<file path="config.mk">
export PLATFORM = sky130hd
export DESIGN_NAME = axi_wr_arbiter_rr_flat
export DESIGN_NICKNAME = d
export VERILOG_FILES = /design/src/rtl/axi_wr_arbiter_rr_pkg.sv /design/src/rtl/axi_wr_arbiter_rr_if.sv /design/src/rtl/axi_wr_arbiter_rr_rr_pick.sv /design/src/rtl/axi_wr_arbiter_rr.sv /design/src/flat_wrapper.sv
export SDC_FILE = /design/constraint.sdc
export NUM_CORES = 1
export LEC_CHECK = 0
export CORE_MARGIN = 3
export CORE_UTILIZATION = 30
export CTS_CLUSTER_SIZE = 28
export DETAILED_ROUTE_END_ITERATION = 10
export DONT_BUFFER_PORTS = 1
export PLACE_DENSITY_LB_ADDON = 0.05
export SETUP_SLACK_MARGIN = 0.05
export SLEW_MARGIN = 20
export SYNTH_ARGS = -nofsm -noshare
export SYNTH_HDL_FRONTEND = slang
export SYNTH_HIERARCHICAL = 1
export SYNTH_SLANG_ARGS = --single-unit
</file>
<file path="constraint.sdc">
create_clock -name aclk -period 2.6 [get_ports aclk]
set_clock_uncertainty 0.05 [all_clocks]
set_input_delay 0.13 -clock aclk [delete_from_list [all_inputs] [get_ports aclk]]
set_output_delay 0.13 -clock aclk [all_outputs]
set_load 0.02 [all_outputs]
</file>
<file path="src/rtl/axi_wr_arbiter_rr_pkg.sv">
// axi_arb_pkg: FSM states, arbitration modes and index helper shared by the write arbiter
package axi_arb_pkg;
    typedef enum logic [1:0] {ARB_IDLE, ARB_XFER, ARB_RESP} arb_state_e;
    localparam int PRIO_RR    = 0;
    localparam int PRIO_FIXED = 1;
    function automatic int onehot_to_idx(input logic [15:0] oh);
        int r;
        r = 0;
        for (int i = 0; i < 16; i++) r = oh[i] ? (r | i) : r;
        return r;
    endfunction
endpackage

</file>
<file path="src/rtl/axi_wr_arbiter_rr_if.sv">
// axi_wr_arbiter_rr_if: per-master AW/W/B handshake view plus the arbiter's grant outputs
interface axi_wr_arbiter_rr_if #(
    parameter int NUM_MASTERS = 4,
    parameter int BEAT_CNT_W  = 8
);
    localparam int IDX_W = $clog2(NUM_MASTERS);
    logic [NUM_MASTERS-1:0] m_awvalid;
    logic [NUM_MASTERS-1:0] m_wvalid;
    logic [NUM_MASTERS-1:0] m_wlast;
    logic [NUM_MASTERS-1:0] m_bready;
    logic                   s_awready;
    logic                   s_wready;
    logic                   s_bvalid;
    logic [NUM_MASTERS-1:0] grant;
    logic [IDX_W-1:0]       grant_idx;
    logic                   busy;
    logic [BEAT_CNT_W-1:0]  beat_cnt;
    modport master (
        output m_awvalid, m_wvalid, m_wlast, m_bready, s_awready, s_wready, s_bvalid,
        input  grant, grant_idx, busy, beat_cnt
    );
    modport slave (
        input  m_awvalid, m_wvalid, m_wlast, m_bready, s_awready, s_wready, s_bvalid,
        output grant, grant_idx, busy, beat_cnt
    );
endinterface

</file>
<file path="src/rtl/axi_wr_arbiter_rr_rr_pick.sv">
// rr_pick: combinational winner search starting just above ptr; fixed mode starts above the top index
module rr_pick
    import axi_arb_pkg::*;
#(
    parameter int NUM_MASTERS = 4,
    localparam int IDX_W = $clog2(NUM_MASTERS)
) (
    input  logic [NUM_MASTERS-1:0] req_i,
    input  logic [IDX_W-1:0]       ptr_i,
    input  logic                   fixed_i,
    output logic [NUM_MASTERS-1:0] win_o,
    output logic [IDX_W-1:0]       idx_o,
    output logic                   any_o
);
    logic [15:0]      win16;
    logic [IDX_W-1:0] j;
    logic             found;
    int               base;
    always_comb begin
        win_o = '0;
        found = 1'b0;
        j     = '0;
        base  = fixed_i ? NUM_MASTERS - 1 : int'(ptr_i);
        for (int i = 1; i <= NUM_MASTERS; i++) begin
            j = IDX_W'((base + i) % NUM_MASTERS);
            if (!found && req_i[j]) begin
                win_o[j] = 1'b1;
                found    = 1'b1;
            end
        end
        win16                  = '0;
        win16[NUM_MASTERS-1:0] = win_o;
        idx_o = IDX_W'(onehot_to_idx(win16));
        any_o = |req_i;
    end
endmodule

</file>
<file path="src/rtl/axi_wr_arbiter_rr.sv">
// axi_wr_arbiter_rr: grants one master the shared AW/W/B channels from arbitration until its B handshake
module axi_wr_arbiter_rr
    import axi_arb_pkg::*;
#(
    parameter int NUM_MASTERS = 4,
    parameter int PRIO_MODE   = PRIO_RR,
    parameter int BEAT_CNT_W  = 8
) (
    input  logic               aclk,
    input  logic               aresetn,
    axi_wr_arbiter_rr_if.slave bus
);
    localparam int IDX_W = $clog2(NUM_MASTERS);
    arb_state_e             state_q;
    logic [NUM_MASTERS-1:0] grant_q, win;
    logic [IDX_W-1:0]       gidx_q, rr_ptr_q, win_idx;
    logic [BEAT_CNT_W-1:0]  beat_q;
    logic                   busy_q, aw_done_q, w_done_q, any_req;
    logic                   aw_hs, w_hs, aw_d, w_d;
    rr_pick #(.NUM_MASTERS(NUM_MASTERS)) u_pick (
        .req_i   (bus.m_awvalid),
        .ptr_i   (rr_ptr_q),
        .fixed_i (PRIO_MODE == PRIO_FIXED),
        .win_o   (win),
        .idx_o   (win_idx),
        .any_o   (any_req)
    );
    // W beats after the last one are ignored, so beat_cnt freezes once w_done is set
    always_comb begin
        aw_hs = bus.m_awvalid[gidx_q] & bus.s_awready;
        w_hs  = bus.m_wvalid[gidx_q] & bus.s_wready & ~w_done_q;
        aw_d  = aw_done_q | aw_hs;
        w_d   = w_done_q | (w_hs & bus.m_wlast[gidx_q]);
    end
    always_ff @(posedge aclk or negedge aresetn) begin
        if (!aresetn) begin
            state_q   <= ARB_IDLE;
            grant_q   <= '0;
            gidx_q    <= '0;
            busy_q    <= 1'b0;
            aw_done_q <= 1'b0;
            w_done_q  <= 1'b0;
            beat_q    <= '0;
            rr_ptr_q  <= IDX_W'(NUM_MASTERS - 1);
        end else begin
            case (state_q)
                ARB_IDLE: begin
                    aw_done_q <= 1'b0;
                    w_done_q  <= 1'b0;
                    beat_q    <= '0;
                    if (any_req) begin
                        state_q <= ARB_XFER;
                        grant_q <= win;
                        gidx_q  <= win_idx;
                        busy_q  <= 1'b1;
                    end
                end
                ARB_XFER: begin
                    aw_done_q <= aw_d;
                    w_done_q  <= w_d;
                    if (w_hs && beat_q != '1) beat_q <= beat_q + 1'b1;
                    if (aw_d && w_d) state_q <= ARB_RESP;
                end
                ARB_RESP: begin
                    if (bus.s_bvalid && bus.m_bready[gidx_q]) begin
                        state_q  <= ARB_IDLE;
                        rr_ptr_q <= gidx_q;
                        grant_q  <= '0;
                        busy_q   <= 1'b0;
                    end
                end
                default: state_q <= ARB_IDLE;
            endcase
        end
    end
    assign bus.grant     = grant_q;
    assign bus.grant_idx = gidx_q;
    assign bus.busy      = busy_q;
    assign bus.beat_cnt  = beat_q;
endmodule

</file>
<file path="src/flat_wrapper.sv">
// flat-port wrapper written by rule: the top's interface ports become plain ports
module axi_wr_arbiter_rr_flat import axi_arb_pkg::*;
#(
    parameter int NUM_MASTERS = 4,
    parameter int PRIO_MODE   = PRIO_RR,
    parameter int BEAT_CNT_W  = 8
)
  (aclk, aresetn, bus_m_awvalid, bus_m_wvalid, bus_m_wlast, bus_m_bready, bus_s_awready, bus_s_wready, bus_s_bvalid, bus_grant, bus_grant_idx, bus_busy, bus_beat_cnt);
  axi_wr_arbiter_rr_if #(.NUM_MASTERS(NUM_MASTERS), .BEAT_CNT_W(BEAT_CNT_W)) bus_i ();
  input  logic aclk;
  input  logic aresetn;
  input wire logic [$bits(bus_i.m_awvalid)-1:0] bus_m_awvalid;
  input wire logic [$bits(bus_i.m_wvalid)-1:0] bus_m_wvalid;
  input wire logic [$bits(bus_i.m_wlast)-1:0] bus_m_wlast;
  input wire logic [$bits(bus_i.m_bready)-1:0] bus_m_bready;
  input wire logic [$bits(bus_i.s_awready)-1:0] bus_s_awready;
  input wire logic [$bits(bus_i.s_wready)-1:0] bus_s_wready;
  input wire logic [$bits(bus_i.s_bvalid)-1:0] bus_s_bvalid;
  output wire logic [$bits(bus_i.grant)-1:0] bus_grant;
  output wire logic [$bits(bus_i.grant_idx)-1:0] bus_grant_idx;
  output wire logic [$bits(bus_i.busy)-1:0] bus_busy;
  output wire logic [$bits(bus_i.beat_cnt)-1:0] bus_beat_cnt;
  assign bus_i.m_awvalid = bus_m_awvalid;
  assign bus_i.m_wvalid = bus_m_wvalid;
  assign bus_i.m_wlast = bus_m_wlast;
  assign bus_i.m_bready = bus_m_bready;
  assign bus_i.s_awready = bus_s_awready;
  assign bus_i.s_wready = bus_s_wready;
  assign bus_i.s_bvalid = bus_s_bvalid;
  assign bus_grant = bus_i.grant;
  assign bus_grant_idx = bus_i.grant_idx;
  assign bus_busy = bus_i.busy;
  assign bus_beat_cnt = bus_i.beat_cnt;
  axi_wr_arbiter_rr #(.NUM_MASTERS(NUM_MASTERS), .PRIO_MODE(PRIO_MODE), .BEAT_CNT_W(BEAT_CNT_W)) u_core (.aclk(aclk), .aresetn(aresetn), .bus(bus_i));
endmodule
</file>
Yosys cells after proc, flatten, opt, wreduce, memory -nomap -nowiden
Index checks and enable logic that the tools add are counted.
{ "word_totals": {"register_bits": 21, "elab_cells": 109, "inputBits": 21, "out_inout_bits": 15} }
{ "classes": {"n_bitwise": 10, "n_addsub": 5, "mux": 48, "order_cmp": 9, "reduce_logical": 22, "n_eq_ne": 7} }
{ "op_table": {"columns": ["cell", "n"], "rows": [
  ["4-bit two-way mux", 6],
  ["1-bit two-way mux", 18],
  ["1-bit binary-select mux with 2-bit select", 8],
  ["8-bit one-hot mux with 2 select lines", 1],
  ["2-bit by 3-bit less-than comparator with 1-bit output, second input constant", 5],
  ["4-bit bitwise OR", 3],
  ["1-bit logical AND", 10],
  ["2-bit two-way mux", 5],
  ["8-bit by 1-bit adder with 8-bit output, second input constant", 1],
  ["1-bit demux with 2-bit select", 4],
  ["2-bit by 1-bit greater-or-equal comparator with 1-bit output, second input constant", 4],
  ["8-bit two-way mux", 1],
  ["2-bit by 1-bit != test with 1-bit output, second input constant", 4],
  ["8-bit != test, second input constant", 1],
  ["4-bit one-hot mux with 2 select lines", 1],
  ["1-bit one-hot mux with 2 select lines", 3],
  ["2-bit one-hot mux with 3 select lines", 1],
  ["2-bit AND reduction", 3],
  ["3-bit AND reduction", 2],
  ["2-bit by 1-bit adder with 2-bit output, second input constant", 2],
  ["2-bit adder, second input constant", 2],
  ["1-bit AND", 4],
  ["2-bit nonzero test", 2],
  ["4-bit OR reduction", 1],
  ["other kinds (6)", 9]
]} }

Longest topological paths before layout
{ "logic_depth": {"word_depth": 16, "ltp_mapped": 10, "ltp_nobuf": 9} }

Hierarchy
Netlist, hierarchy kept.
{ "by_module_without_submodules": {"columns": ["module", "cells_per_inst", "area_each_um2", "n_inst"], "rows": [
  ["axi_wr_arbiter_rr", 119, 1203.7, 1],
  ["rr_pick", 52, 414.1, 1]
]} }

Worst setup path after synthesis
No wires, ideal clock.
{ "synth_timing": {"kind": "register to register", "startpoint": "register u_core.rr_ptr_q[0]", "endpoint": "register u_core.grant_q[3], in the netlist u_core/bus.grant[3]", "setup_ns": 0.133, "synth_period_minus_slack_ns": 2.148, "t_arrival_ns": 1.964, "path_stages_with_launch": 9, "required_ns": 2.417, "setup_slack_ns": 0.452, "path_cell_list": "dfstp_2 or2_1 buf_2 inv_1 mux4_2 a22oi_1 nand3b_1 nand2_1 o21ai_0"} }
{ "synth_via": {"elab_chain_cells": 15, "word_cells_on_any_way": 50, "cone_classes": "4 x add/sub; 8 x order compare; 25 x mux; 3 x bitwise; 10 x reduce/logical"} }
{ "synth_rtl": {"columns": ["element", "line", "rtl"], "rows": [
  ["start: declaration", "axi_wr_arbiter_rr.sv:16", "logic [IDX_W-1:0] gidx_q, rr_ptr_q, win_idx;"],
  ["start signal: assignment", "axi_wr_arbiter_rr.sv:44", "rr_ptr_q <= IDX_W'(NUM_MASTERS - 1);"],
  ["start signal: assignment", "axi_wr_arbiter_rr.sv:67", "rr_ptr_q <= gidx_q;"],
  ["branches (longest 12 deep; another with 2-bit by 3-bit less-than comparator with 1-bit output)", null, null],
  ["4-bit two-way mux *", "axi_wr_arbiter_rr_rr_pick.sv:26", "if (!found && req_i[j]) begin"],
  ["net u_core.win[3]", "axi_wr_arbiter_rr.sv:15", "logic [NUM_MASTERS-1:0] grant_q, win;"],
  ["4-bit two-way mux *", "axi_wr_arbiter_rr.sv:51", "if (any_req) begin"],
  ["4-bit one-hot mux with 2 select lines *", "axi_wr_arbiter_rr.sv:46", "case (state_q)"],
  ["end signal: assignment", "axi_wr_arbiter_rr.sv:53", "grant_q <= win;"],
  ["end: declaration", "axi_wr_arbiter_rr.sv:15", null]
]} }
Mark *: on every way through the listed nets, which the timed path passes. The select of a mux whose other input is x is not followed.
A chain may end at the register's enable or synchronous reset.

Worst setup path after layout
{ "layout_timing": {"startpoint": "register u_core.rr_ptr_q[0]", "endpoint": "register u_core.gidx_q[0], in the netlist u_core/bus.grant_idx[0]"} }
{ "layout_via": {"elab_chain_cells": 16, "word_cells_on_any_way": 51, "cone_classes": "4 x add/sub; 8 x order compare; 26 x mux; 3 x bitwise; 10 x reduce/logical"} }
{ "layout_rtl": {"columns": ["element", "line", "rtl"], "rows": [
  ["branches (longest 12 deep; another with 2-bit by 3-bit less-than comparator with 1-bit output)", null, null],
  ["4-bit two-way mux *", "axi_wr_arbiter_rr_rr_pick.sv:26", null],
  ["1-bit two-way mux", "axi_wr_arbiter_rr_pkg.sv:9", "for (int i = 0; i < 16; i++) r = oh[i] ? (r | i) : r;"],
  ["2-bit two-way mux", "axi_wr_arbiter_rr_pkg.sv:9", null],
  ["2-bit two-way mux *", "axi_wr_arbiter_rr_pkg.sv:9", null],
  ["net u_core.win_idx[0]", "axi_wr_arbiter_rr.sv:16", null],
  ["end signal: assignment", "axi_wr_arbiter_rr.sv:54", "gidx_q <= win_idx;"],
  ["end: declaration", "axi_wr_arbiter_rr.sv:16", null]
]} }
Marked as above.

==> results.md <==
- Switching power: 669 uW
- Clock sink count: 21
- CP Capture Type: register
- Final hold violation count: 0
- Leakage: just over 0.7 nW
- Sw Ratio: 45.1%
- Worst Hold Class: input port to register
- Placed Instances: between 200 and 250
- Worst hold stages: 3
- Drt drc: 0
- Hold slack: around 62 ps
- Critical path, cell by cell: or2_4 -> inv_1 -> mux4_2 -> a22oi_1 -> nand4_1 -> nand2_1 -> nand2_1
- Combinational power share: about 42%
- R2r endpoint: u_core/bus.grant_idx[0]
- TritonRoute pass-1 iters: 4
- Starting Density: between 30% and 40%
- Sequential element share of the synthesized area: 32.6%
- Final Setup Violations: 0
- Hold path startpoint: bus_s_bvalid
- Die Area: approximately 6300 um^2
- Total Routing Usage GR: between 10% and 20%
- Syn. warnings: 6
- Max-slew headroom: 54.5%
- Post-Syn Area: roughly 1600 um^2
- Top cells by area, synth: dfrtp_1, ha_1, nand2_1, mux2i_1, mux4_2
- Worst Path Max Fanout: 8
- Max Cap Viol: 0
- Worst-skew pair later-pin latency: roughly 260 ps
- Area after DPL: about 1700 um^2
- Detailed Route Iter0 Violations: between 150 and 200
- Crit path launch: u_core/rr_ptr_q[0]
- CTS buffer count: 3
- Design Area, Final: approximately 1800 um^2
- Clock slew at reported path FFs: approximately 80 ps
- Vias in the first global route: 1252
- Setup bufs post-CTS: 0
- N_diodes: 0
- Avg Vias per Cell: 5.53
- Clock root buffer: clkbuf_8
- Via Count: between 1000 and 1500
- Fmax: between 0.4 and 0.5 GHz
- Global-route wire length before repair: about 6500 um
- Max clock buf depth: 2
- Setup TNS: 0 ps
- Worst flop-to-flop path startpoint: u_core/rr_ptr_q[0]
- Yosys top cell by area: dfrtp_1
- Internal: 816 uW
- Synthesized instance count: 171
- Setup CP Type: register to register
- Die W: 79.4 um
- Pwr per Cell Area: approximately 850 nW/um^2
- Post-synth EDFFs: 0
- Share of cells above drive strength 1: 13.7%
- # port buffers: 0
- Slowest CP cell: mux4_2
- Sequential power share: around 43%
- Fin nets: 206
- Clk network pwr share: between 10 and 15%
- Routability cong.: about 0.86
- Worst Hold Path EP: u_core/state_q[1]
- Worst reg2reg path depth: 7
- Required time of the critical path: between 2000 and 3000 ps
- Post-synthesis register bit count: 21
- Total Power: about 1.5 mW
- Antenna violations before repair: 0
- Crit path largest cell delay: between 600 and 700 ps
- Startpoint type of the worst setup path: register
- Async set-reset flop share out of synthesis: 100%
- Wire per inst: ~16 um
- Unrepaired setup endpoints after global routing: no
- Non-filler cells, final: 245
- Dpl hpwl: 2920 um
- Worst Max-Slew Pin Slew: 682 ps
- TritonCTS clock tree: yes
- Period utilization: roughly 87%
- Post-synth top area share: 29.4%
- Status: complete, no violations
- Crit path DAT: roughly 2400 ps
- Max VDD drop: 0.315 mV
- Row count: 26
- Mean Syn Cell Area: between 9 and 10 um^2
- Post-route ant nets: 0
- Core footprint: approximately 5200 um^2
- Die Y: just under 80 um
- Largest net degree at the start of global routing: 22
- Area delta synth->final: 8.20%
- Drt total wl: a little under 4000 um
- Most used cell, CP: nand2_1
- Htree depth: 1
- Tmin final: ~2300 ps
- Slew Viols, Final: 0
- Main synth FF type: dfrtp_1
- Post-synth cell types: 53
- Flop2flop setup slack: 330 ps
- Boundary Pins: 36
- GRT overflow: 0
-- synthesized netlist by cell type (3+ instances only) --
cell type	n
a21oi_1	6
a22oi_1	3
dfrtp_1	19
ha_1	9
inv_1	7
mux2_2	3
mux2i_1	7
mux4_2	3
nand2_1	25
nand2b_1	7
nand3_1	6
nand4_1	4
nor2_1	6
nor4_1	3
o21ai_0	10
o41ai_1	3
or4_1	6
-- through the flow --
stage                     util (%)  worst slack (ps)
after global routing          33.8               174
after global placement        32.6               239
after CTS                     33.6               159
after floorplan                  -               452
final                         33.8               331
after detailed placement      32.6               175
-- sequential cells by signal (all words and copies together), names as in the netlist --
register	flops
u_core/aw_done_q	1
u_core/rr_ptr_q	2
u_core/bus.grant_idx	2
u_core/bus.busy	1
u_core/bus.grant	4
u_core/w_done_q	1
u_core/bus.beat_cnt	8
u_core/state_q	2
-- repair_timing --
action,4_1_cts,5_1_grt
hold buffers,1,1
resized for setup,0,2
setup endpoints to repair,0,3
endpoints found under the hold margin,21,19
-- layout by cell type (no fill, tap or decap), types with 2 or more instances in the layout --
cell       n
nand3_1    6
clkbuf_8   3
nor2_1     5
ha_1       9
nor4_1     3
a22oi_1    3
conb_1     4
nand3b_1   2
o31ai_1    2
nand2_1   25
buf_4      2
nand2b_1   7
o21ai_0   10
a21oi_1    6
dfrtp_1   19
o41ai_1    3
dfstp_2    2
mux4_2     3
or4_1      6
nor3_1     2
nand4_1    4
mux2i_1    7
mux2_2     3
inv_1      7
o211ai_1   2
-- logic make-up (layout without fill, tap and decap cells) --
logic type	Yosys count	after routing	share of synthesized area, %
buffers and inverters	14	15	4.56
AND/OR/NAND/NOR	74	74	26.0
other	1	4	0.232
AO/OA/AOI/OAI	37	37	16.5
flip-flops	21	21	32.6
adder cells (fa/ha/maj)	9	9	6.96
multiplexers	15	15	13.1
-- worst max-delay path, delay by kind of cell, from the launching register on --
family	cells	cell delay (ps)
AND/OR/NAND/NOR	4	560
AO/OA/AOI/OAI	1	320
flip-flops	1	380
multiplexers	1	620
buffers and inverters	1	230
-- cell type report --
cell class | instances | area (um^2)
clock buffer | 3 | 41.3
clock inverter | 1 | 5.00
fill | 545 | 3420
inverter | 7 | 26.3
multi-input combinational | 139 | 1030
sequential | 21 | 528
tap | 70 | 87.6
timing repair buffer | 4 | 30.0
-- power groups by stage --
stage | Sequential, mW | Clock (mW) | Combinational [mW]
floorplan | 0.571 | 0 | 0.578
global placement | 0.645 | 0 | 0.615
detailed placement | 0.644 | 0 | 0.619
CTS | 0.640 | 0.227 | 0.631
global route | 0.663 | 0.245 | 0.705
finish | 0.639 | 0.218 | 0.628
-- per-layer routing --
layer	part of all wire (%)	vias to the layer above	track usage, %
met5	0	-	0
met4	0.43	0	2.06
met3	9.2	2	3.50
met2	42	55	18.2
met1	48	656	20.0
li1	-	643	-
-- how the worst max path moves through the flow --
| stage | cells after the start | endpoint |
|---|---|---|
| 3_3_place_gp | 7 | u_core/bus.grant_idx[1] |
| 4_1_cts | 9 | u_core/bus.grant[0] |
| 2_1_floorplan | 8 | u_core/bus.grant[3] |
| 3_5_place_dp | 9 | u_core/bus.grant[0] |
| 5_1_grt | 7 | u_core/bus.grant_idx[0] |
| 6_report | 7 | u_core/bus.grant_idx[0] |
Power figures use the tool's default switching activity.
